--- src/rtl/pe_mc_router_buf.sv ---
`default_nettype none
// ============================================================================
//  Module      : pe_mc_router_buf
//  Description : Per-PE multicast receive port. Filters shared-bus beats by
//                source ID (exact / range / mask / broadcast rule captured in
//                configuration), buffers matches in a small FIFO and hands
//                them to the PE over valid/ready. Overflow either stalls the
//                bus or drops the beat and counts it (saturating).
//  Revision    : 1.0 - initial release
// ============================================================================
module pe_mc_router_buf #(
  parameter int DATA_WIDTH = 16,
  parameter int ID_WIDTH   = 8,
  parameter int FIFO_DEPTH = 4,
  parameter int CNT_WIDTH  = 16
) (
  input  logic                          clk,
  input  logic                          rst_n,
  input  logic                          config_state,
  input  logic                          ce,
  input  logic [ID_WIDTH-1:0]           cfg_id_lo,
  input  logic [ID_WIDTH-1:0]           cfg_id_hi,
  input  logic [1:0]                    cfg_mode,
  input  logic                          cfg_drop_en,
  input  logic [ID_WIDTH-1:0]           source_id,
  input  logic [DATA_WIDTH-1:0]         bus_data_in,
  input  logic                          bus_data_valid,
  output logic                          bus_ready,
  output logic [DATA_WIDTH-1:0]         pe_data_in,
  output logic                          pe_data_in_en,
  input  logic                          pe_ready,
  output logic [$clog2(FIFO_DEPTH):0]   fifo_level,
  output logic [CNT_WIDTH-1:0]          drop_cnt
);

  localparam int c_PTR_W = $clog2(FIFO_DEPTH);
  localparam int c_LVL_W = c_PTR_W + 1;

  localparam logic [1:0]           c_MODE_EXACT = 2'd0;
  localparam logic [1:0]           c_MODE_RANGE = 2'd1;
  localparam logic [1:0]           c_MODE_MASK  = 2'd2;
  localparam logic [c_LVL_W-1:0]   c_FULL_LEVEL = c_LVL_W'(FIFO_DEPTH);
  localparam logic [c_LVL_W-1:0]   c_LVL_ONE    = {{(c_LVL_W-1){1'b0}}, 1'b1};
  localparam logic [c_PTR_W-1:0]   c_PTR_ONE    = {{(c_PTR_W-1){1'b0}}, 1'b1};
  localparam logic [CNT_WIDTH-1:0] c_CNT_ONE    = {{(CNT_WIDTH-1){1'b0}}, 1'b1};

  logic [ID_WIDTH-1:0]   r_cfg_lo;
  logic [ID_WIDTH-1:0]   r_cfg_hi;
  logic [1:0]            r_cfg_mode;
  logic                  r_cfg_drop_en;

  logic [DATA_WIDTH-1:0] r_mem [FIFO_DEPTH];
  logic [c_PTR_W-1:0]    r_wr_ptr;
  logic [c_PTR_W-1:0]    r_rd_ptr;
  logic [c_LVL_W-1:0]    r_level;
  logic [CNT_WIDTH-1:0]  r_drop_cnt;

  logic w_match;
  logic w_full;
  logic w_empty;
  logic w_flush;
  logic w_push;
  logic w_pop;
  logic w_drop;

  // Source-ID filter, driven only by the registered rule; muted during config
  always_comb begin
    w_match = 1'b0;
    if (!config_state) begin
      case (r_cfg_mode)
        c_MODE_EXACT: w_match = (source_id == r_cfg_lo);
        c_MODE_RANGE: w_match = (source_id >= r_cfg_lo) && (source_id <= r_cfg_hi);
        c_MODE_MASK:  w_match = ((source_id & r_cfg_hi) == (r_cfg_lo & r_cfg_hi));
        default:      w_match = 1'b1;
      endcase
    end
  end

  // full is judged on the current level, so a same-cycle pop never frees a slot early
  assign w_full    = (r_level == c_FULL_LEVEL);
  assign w_empty   = (r_level == '0);
  assign w_flush   = config_state && ce;
  assign w_push    = bus_data_valid && w_match && !w_full;
  assign w_pop     = !w_empty && pe_ready;
  assign w_drop    = bus_data_valid && w_match && w_full && r_cfg_drop_en;

  assign bus_ready     = r_cfg_drop_en || !(w_match && w_full);
  assign pe_data_in_en = !w_empty;
  assign pe_data_in    = w_empty ? '0 : r_mem[r_rd_ptr];
  assign fifo_level    = r_level;
  assign drop_cnt      = r_drop_cnt;

  // Config capture, FIFO bookkeeping and drop counting; flush beats push/pop
  always_ff @(posedge clk or negedge rst_n) begin
    if (!rst_n) begin
      r_cfg_lo      <= '0;
      r_cfg_hi      <= '0;
      r_cfg_mode    <= c_MODE_EXACT;
      r_cfg_drop_en <= 1'b0;
      r_wr_ptr      <= '0;
      r_rd_ptr      <= '0;
      r_level       <= '0;
      r_drop_cnt    <= '0;
    end else if (w_flush) begin
      r_cfg_lo      <= cfg_id_lo;
      r_cfg_hi      <= cfg_id_hi;
      r_cfg_mode    <= cfg_mode;
      r_cfg_drop_en <= cfg_drop_en;
      r_wr_ptr      <= '0;
      r_rd_ptr      <= '0;
      r_level       <= '0;
      r_drop_cnt    <= '0;
    end else begin
      if (w_push) begin
        r_wr_ptr <= r_wr_ptr + c_PTR_ONE;
      end
      if (w_pop) begin
        r_rd_ptr <= r_rd_ptr + c_PTR_ONE;
      end
      if (w_push && !w_pop) begin
        r_level <= r_level + c_LVL_ONE;
      end else if (!w_push && w_pop) begin
        r_level <= r_level - c_LVL_ONE;
      end
      if (w_drop && (r_drop_cnt != '1)) begin
        r_drop_cnt <= r_drop_cnt + c_CNT_ONE;
      end
    end
  end

  // Storage array; cleared on reset so nothing buffered before reset can resurface
  always_ff @(posedge clk or negedge rst_n) begin
    if (!rst_n) begin
      for (int i = 0; i < FIFO_DEPTH; i++) begin
        r_mem[i] <= '0;
      end
    end else if (w_push && !w_flush) begin
      r_mem[r_wr_ptr] <= bus_data_in;
    end
  end

endmodule
`default_nettype wire

--- config.mk ---
export PLATFORM = sky130hd
export DESIGN_NAME = pe_mc_router_buf
export DESIGN_NICKNAME = d
export VERILOG_FILES = /design/src/rtl/pe_mc_router_buf.sv
export SDC_FILE = /design/constraint.sdc
export NUM_CORES = 1
export LEC_CHECK = 0
export BUFFER_PORTS_ARGS = -buffer_cell sky130_fd_sc_hd__clkbuf_2
export CORE_MARGIN = 2
export CORE_UTILIZATION = 50
export CTS_BUF_LIST = sky130_fd_sc_hd__clkbuf_16
export CTS_CLUSTER_SIZE = 24
export DETAILED_ROUTE_END_ITERATION = 8
export HOLD_SLACK_MARGIN = 0.12
export PLACE_DENSITY = 0.68
export SLEW_MARGIN = 0
export SYNTH_ARGS = -nofsm -noshare
export SYNTH_HDL_FRONTEND = slang
export SYNTH_SLANG_ARGS = --single-unit
--- constraint.sdc ---
create_clock -name clk -period 6.5 [get_ports clk]
set_clock_uncertainty 0.2 [all_clocks]
set_input_delay 0.975 -clock clk [delete_from_list [all_inputs] [get_ports clk]]
set_output_delay 0.975 -clock clk [all_outputs]
set_load 0.02 [all_outputs]
; ---- Yosys cells after proc, flatten, opt, wreduce, memory -nomap -nowiden
; Index checks and enable logic that the tools add are counted.
[totals]
word_cells = 76
out_inout_bits = 37
register_bits = 106
[classes]
bitwise = 4
eq_ne = 6
order_cmp = 5
addsub = 5
n_reduce_logical = 26
mux = 18
[ops]
columns = op, count
row1 = 2-to-1 mux 16 bit, 6
row2 = bitwise mux 64 bit, 1
row3 = binary-select mux 16 bit (select 2 bit), 1
row4 = demux 16 bit (select 2 bit), 1
row5 = adder 16 x 1 -> 16 bit (second input constant), 1
row6 = AND 8 bit, 2
row7 = == test 8 bit, 2
row8 = != test 16 bit (second input constant), 1
row9 = logical AND 1 bit, 13
row10 = 2-to-1 mux 3 bit, 3
row11 = >= comparator 8 bit, 1
row12 = <= comparator 8 bit, 1
row13 = 2-to-1 mux 2 bit, 4
row14 = >= comparator 3 bit (second input constant), 2
row15 = zero test 1 bit, 6
row16 = inverter 2 -> 3 bit, 2
row17 = nonzero test 2 bit, 3
row18 = adder 2 x 1 -> 2 bit (second input constant), 2
row19 = adder 3 x 1 -> 3 bit (second input constant), 1
row20 = == test 3 bit (second input constant), 1
row21 = zero test 3 bit, 1
row22 = less-than comparator 3 x 1 -> 1 bit (second input constant), 1
row23 = one-hot mux 1 bit (3 select lines), 1
row24 = nonzero test 3 bit, 1
row25 = other kinds (6), 6

; ---- Logic depth before layout (Yosys ltp)
[logic_depth]
ltp_word = 11
ltp_mapped = 12

; ---- Worst setup path before layout
; Ideal clock, no wire load.
[synth_path]
path_type = input -> output
from = input source_id[7]
to = output bus_ready
setup_slack_ns = 2.988
arrival_time_ns = 2.337
t_required_ns = 5.325
cell_stages = 7
cell_sequence = ha_1 > a21oi_1 > o22ai_1 > or3_1 > o2111ai_1 > nor3_1 > nand2b_1
[synth_via]
elab_chain_cells = 7
elab_cells_between_ends = 11
cone_classes = 2 x order compare / 2 x eq/ne / 2 x mux / 1 x bitwise / 4 x reduce/logical
[synth_rtl]
columns = item, line
row1 = "start, declared", 25  ; input logic [ID_WIDTH-1:0] source_id,
row2 = >= comparator 8 bit (tied with other cells), 72  ; c_MODE_RANGE: w_match = (source_id >= r_cfg_lo) && (source_id <= r_cfg_hi);
row3 = logical AND 1 bit or == test 8 bit (tied branches), "72, 73"
row4 = one-hot mux 1 bit (3 select lines) *, 70  ; case (r_cfg_mode)
row5 = 2-to-1 mux 1 bit *, 69  ; if (!config_state) begin
row6 = logical AND 1 bit *, 87  ; assign bus_ready = r_cfg_drop_en || !(w_match && w_full);
row7 = zero test 1 bit *, 87
row8 = logical OR 1 bit *, 87
row9 = "end, declared", 28  ; output logic bus_ready,
; Mark *: on every way between the ends. The rest lies on a longest branch, timed or not.

; ---- Worst setup path after layout
; Same ends and word-level chain as after synthesis.

==> parameters.txt <==
Parameter                              Value

Synthesis
  XOR/XNOR Fraction of Synth Area ... 1.72%
  Post-synthesis mux area share ... 20.1%
  Synthesized instance count ... 478
  Post-synthesis sequential area ratio ... 47.2%
  YS warnings ... 0
  Fraction of the mapped netlist area in adder cells ... 6.82%
  Post-synthesis area per instance ... 11.8 um2
  Largest cells by area after synthesis ... sky130_fd_sc_hd__dfrtp_1 (47%), sky130_fd_sc_hd__mux2_2 (13%), sky130_fd_sc_hd__ha_1 (6.5%)
  Main combinational cell family by area after synthesis ... multiplexers
  Count of different cell masters after synthesis ... 43
  Number of enable-type register cells in the synthesized netlist ... 0
  Share of flip-flops with an asynchronous set or reset ... 100%
  Cell accounting for the most synthesized area ... sky130_fd_sc_hd__dfrtp_1
  Total standard cell area after synthesis ... 5620 um2
  Most common flop cell mapped by yosys ... sky130_fd_sc_hd__dfrtp_1
  Synthesized netlist net count ... 557
  Simple-Gate Fraction of Synth Area ... 12.2%
  Count of state elements after synthesis ... 106
  Area share of the leading cell type in the synthesized netlist ... 47.2%
  Compound-gate portion of the synthesized area ... 7.53%

Worst setup path
  Type of origin of the critical path ... primary input
  Highest-delay cell along the critical path ... sky130_fd_sc_hd__or3_1
  Required time reported for the critical path endpoint ... 5320 ps
  Largest delay contributor family on the critical path ... simple AND/OR/NAND/NOR gates
  Arrival time of the worst setup path ... 2780 ps
  Crit end category ... output pin
  Top fanout value on the critical path ... 3
  Critical path buffer and inverter count ... 2
  Class of the most critical setup path ... in2out
  List of cells traversed by the critical path ... clkbuf_2, ha_1, a21oi_1, o22ai_1, or3_1, o2111ai_1, nor3_1, nand2b_1, clkbuf_2
  Most numerous cell on the critical path ... sky130_fd_sc_hd__clkbuf_2
  CP peak stage delay ... 370 ps

CTS
  Total of cells resized after clock tree synthesis ... 0
  TritonCTS clock tree ... yes
  Number of clock sinks ... 106
  Worst-Skew Late Latency ... 340 ps
  Clock Root Buffer ... sky130_fd_sc_hd__clkbuf_16
  Clock buffers created by TritonCTS ... 9
  Setup Buffers After CTS ... 0
  Clock transition at path regs ... 70 ps
  Largest buffer count on any clock path ... 2
  Maximum level of the CTS H-tree ... 3
  Hold bufs inserted after CTS ... 0

Floorplan
  Die outline height ... 110 um
  Horizontal extent of the die ... 110 um
  Initial core utilization ... 51.6%
  I/O pin count ... 86
  Core box area ... 10900 um2
  Area of the die ... 12100 um2
  Number of rows created at floorplan ... 38

STA
  Actual slew at the worst max-slew pin ... 939 ps
  Fin crit share ... 60.8%
  Final count of pins violating max slew ... 0
  Relative slew slack ... 37.4%
  RSZ-0062 raised after global routing ... false
  Accumulated negative setup slack ... 0 ps
  Fmax ... 0.253 GHz
  Final setup violating endpoints ... 0
  Final hold violation count ... 0
  Period minus WS final ... 3950 ps

Detailed routing
  Via count normalized by instance count ... 5.59
  DRC violations left ... 0
  Total iterations of the first detailed-routing run ... 4
  Post-detailed-routing wire length ... 11300 um
  Residual antenna-violating net count after detailed routing ... 0
  Iter 0 DRT Violations ... 150
  Via count of the routed design ... 3882
  WL/cell ... 16.2 um

Global routing
  Global routing usage summed across all routing layers ... 20.2%
  Antenna violations before repair ... 0
  Number of global-route vias before repair ... 3790
  Maximum number of pins on one net before global-route repair ... 58
  GRT overflow ... 0
  First-pass GRT wire length ... 18700 um

Place
  Count of buffers inserted at the top-level ports ... 85
  Post-detailed-placement half-perimeter wirelength ... 7750 um
  Cell count after placement ... 679
  Placer congestion estimate ... 0.811

Status
  Status ... completed

Final layout
  Commonest non-fill, non-tap cells in the layout ... sky130_fd_sc_hd__dfrtp_1 (106), sky130_fd_sc_hd__clkbuf_2 (84), sky130_fd_sc_hd__mux2_2 (64)
  Finished Layout Cells ... 694
  Diodes inserted ... 0
  Area growth from synthesis to layout ... 13.6%
  Most frequent standard cell in the layout excluding fill and tap cells ... sky130_fd_sc_hd__dfrtp_1
  # nets final ... 629
  Ratio of cells with drive above 1 in the final layout ... 33.8%

Power
  Worst supply voltage drop on vdd ... 161 uV
  Power density over the cells ... 349 nW/um2
  Standby leakage power ... 3.02 nW

Hold path
  Class of the most critical hold timing path ... reg2reg

Job
  Maxcap violations ... 0
-- flip-flops by register name, indices dropped and copies added (netlist names) --
| signal | flops |
|---|---|
| drop_cnt | 16 |
| r_wr_ptr | 2 |
| r_cfg_drop_en | 1 |
| r_rd_ptr | 2 |
| r_cfg_lo | 8 |
| fifo_level | 3 |
| r_cfg_hi | 8 |
| r_cfg_mode | 2 |
| r_mem | 64 |
-- cells by family (layout without fill, tap and decap cells) --
family                   after synthesis  after routing
AO/OA/AOI/OAI                         67             67
buffers and inverters                 51            127
XOR/XNOR                              11             11
flip-flops                           106            106
adder cells (fa/ha/maj)               30             30
multiplexers                          85             85
AND/OR/NAND/NOR                      128            128
-- layout make-up --
class	count	area, um2
Inverter	23	86.3
Tap cell	140	175
Sequential cell	106	2650
Multi-Input combinational cell	321	2720
Fill cell	916	4510
Timing Repair Buffer	89	458
Clock inverter	6	66.3
Clock buffer	9	225
-- final timing paths --
kind / startpoint / end / slack [ps] / cells past startpoint
min: r_mem[18] / r_mem[18] / 310 / 1
max reg2reg: r_cfg_lo[7] / r_mem[29] / 3040 / 8
max in group asynchronous: rst_n / drop_cnt[4] / 4480 / 2
max: source_id[7] / bus_ready / 2550 / 9
min in group asynchronous: rst_n / r_mem[51] / 450 / 1
min reg2reg: r_mem[18] / r_mem[18] / 310 / 1
-- cells in the mapped netlist, types with 3 or more instances --
cell,count
sky130_fd_sc_hd__a211oi_1,3
sky130_fd_sc_hd__a21oi_1,18
sky130_fd_sc_hd__and2_1,22
sky130_fd_sc_hd__and3_1,3
sky130_fd_sc_hd__and4_1,4
sky130_fd_sc_hd__buf_2,3
sky130_fd_sc_hd__buf_4,4
sky130_fd_sc_hd__buf_6,5
sky130_fd_sc_hd__clkbuf_1,14
sky130_fd_sc_hd__dfrtp_1,106
sky130_fd_sc_hd__ha_1,29
sky130_fd_sc_hd__inv_1,23
sky130_fd_sc_hd__mux2_2,64
sky130_fd_sc_hd__mux2i_1,5
sky130_fd_sc_hd__mux4_2,16
sky130_fd_sc_hd__nand2_1,52
sky130_fd_sc_hd__nand2b_1,7
sky130_fd_sc_hd__nand3_1,8
sky130_fd_sc_hd__nand4_1,3
sky130_fd_sc_hd__nor2_1,6
sky130_fd_sc_hd__nor2b_1,3
sky130_fd_sc_hd__o21ai_0,20
sky130_fd_sc_hd__o311ai_0,4
sky130_fd_sc_hd__o31ai_1,10
sky130_fd_sc_hd__o41ai_1,4
sky130_fd_sc_hd__or3_1,3
sky130_fd_sc_hd__or4_1,10
sky130_fd_sc_hd__xnor2_1,8
sky130_fd_sc_hd__xor2_1,3
-- through the flow --
stage | power (mW) | instance area [um2] | utilization (%) | worst slack [ps] | hold slack, ps
2_1_floorplan | 1.48 | 5620 | - | 2990 | 272
3_3_place_gp | 1.67 | 6090 | 55.9 | 2430 | 284
3_5_place_dp | 1.70 | 6090 | 55.9 | 2360 | 291
4_1_cts | 2.25 | 6380 | 58.6 | 2550 | 307
5_1_grt | 2.36 | 6380 | 58.6 | 2380 | 317
6_report | 2.22 | 6380 | 58.6 | 2550 | 306
-- routing by layer --
metal	track usage, %	up-vias	part of all wire (%)
li1	-	1862	-
met4	7.41	0	1.7
met3	3.06	15	3.5
met1	29.0	1942	46
met5	0	-	0
met2	31.3	63	49
-- where the power goes --
part,switching (mW),internal (mW)
combinational,0.363,0.381
clock,0.250,0.299
sequential,0.112,0.819
No activity file was read; power rests on OpenSTA's default activity.
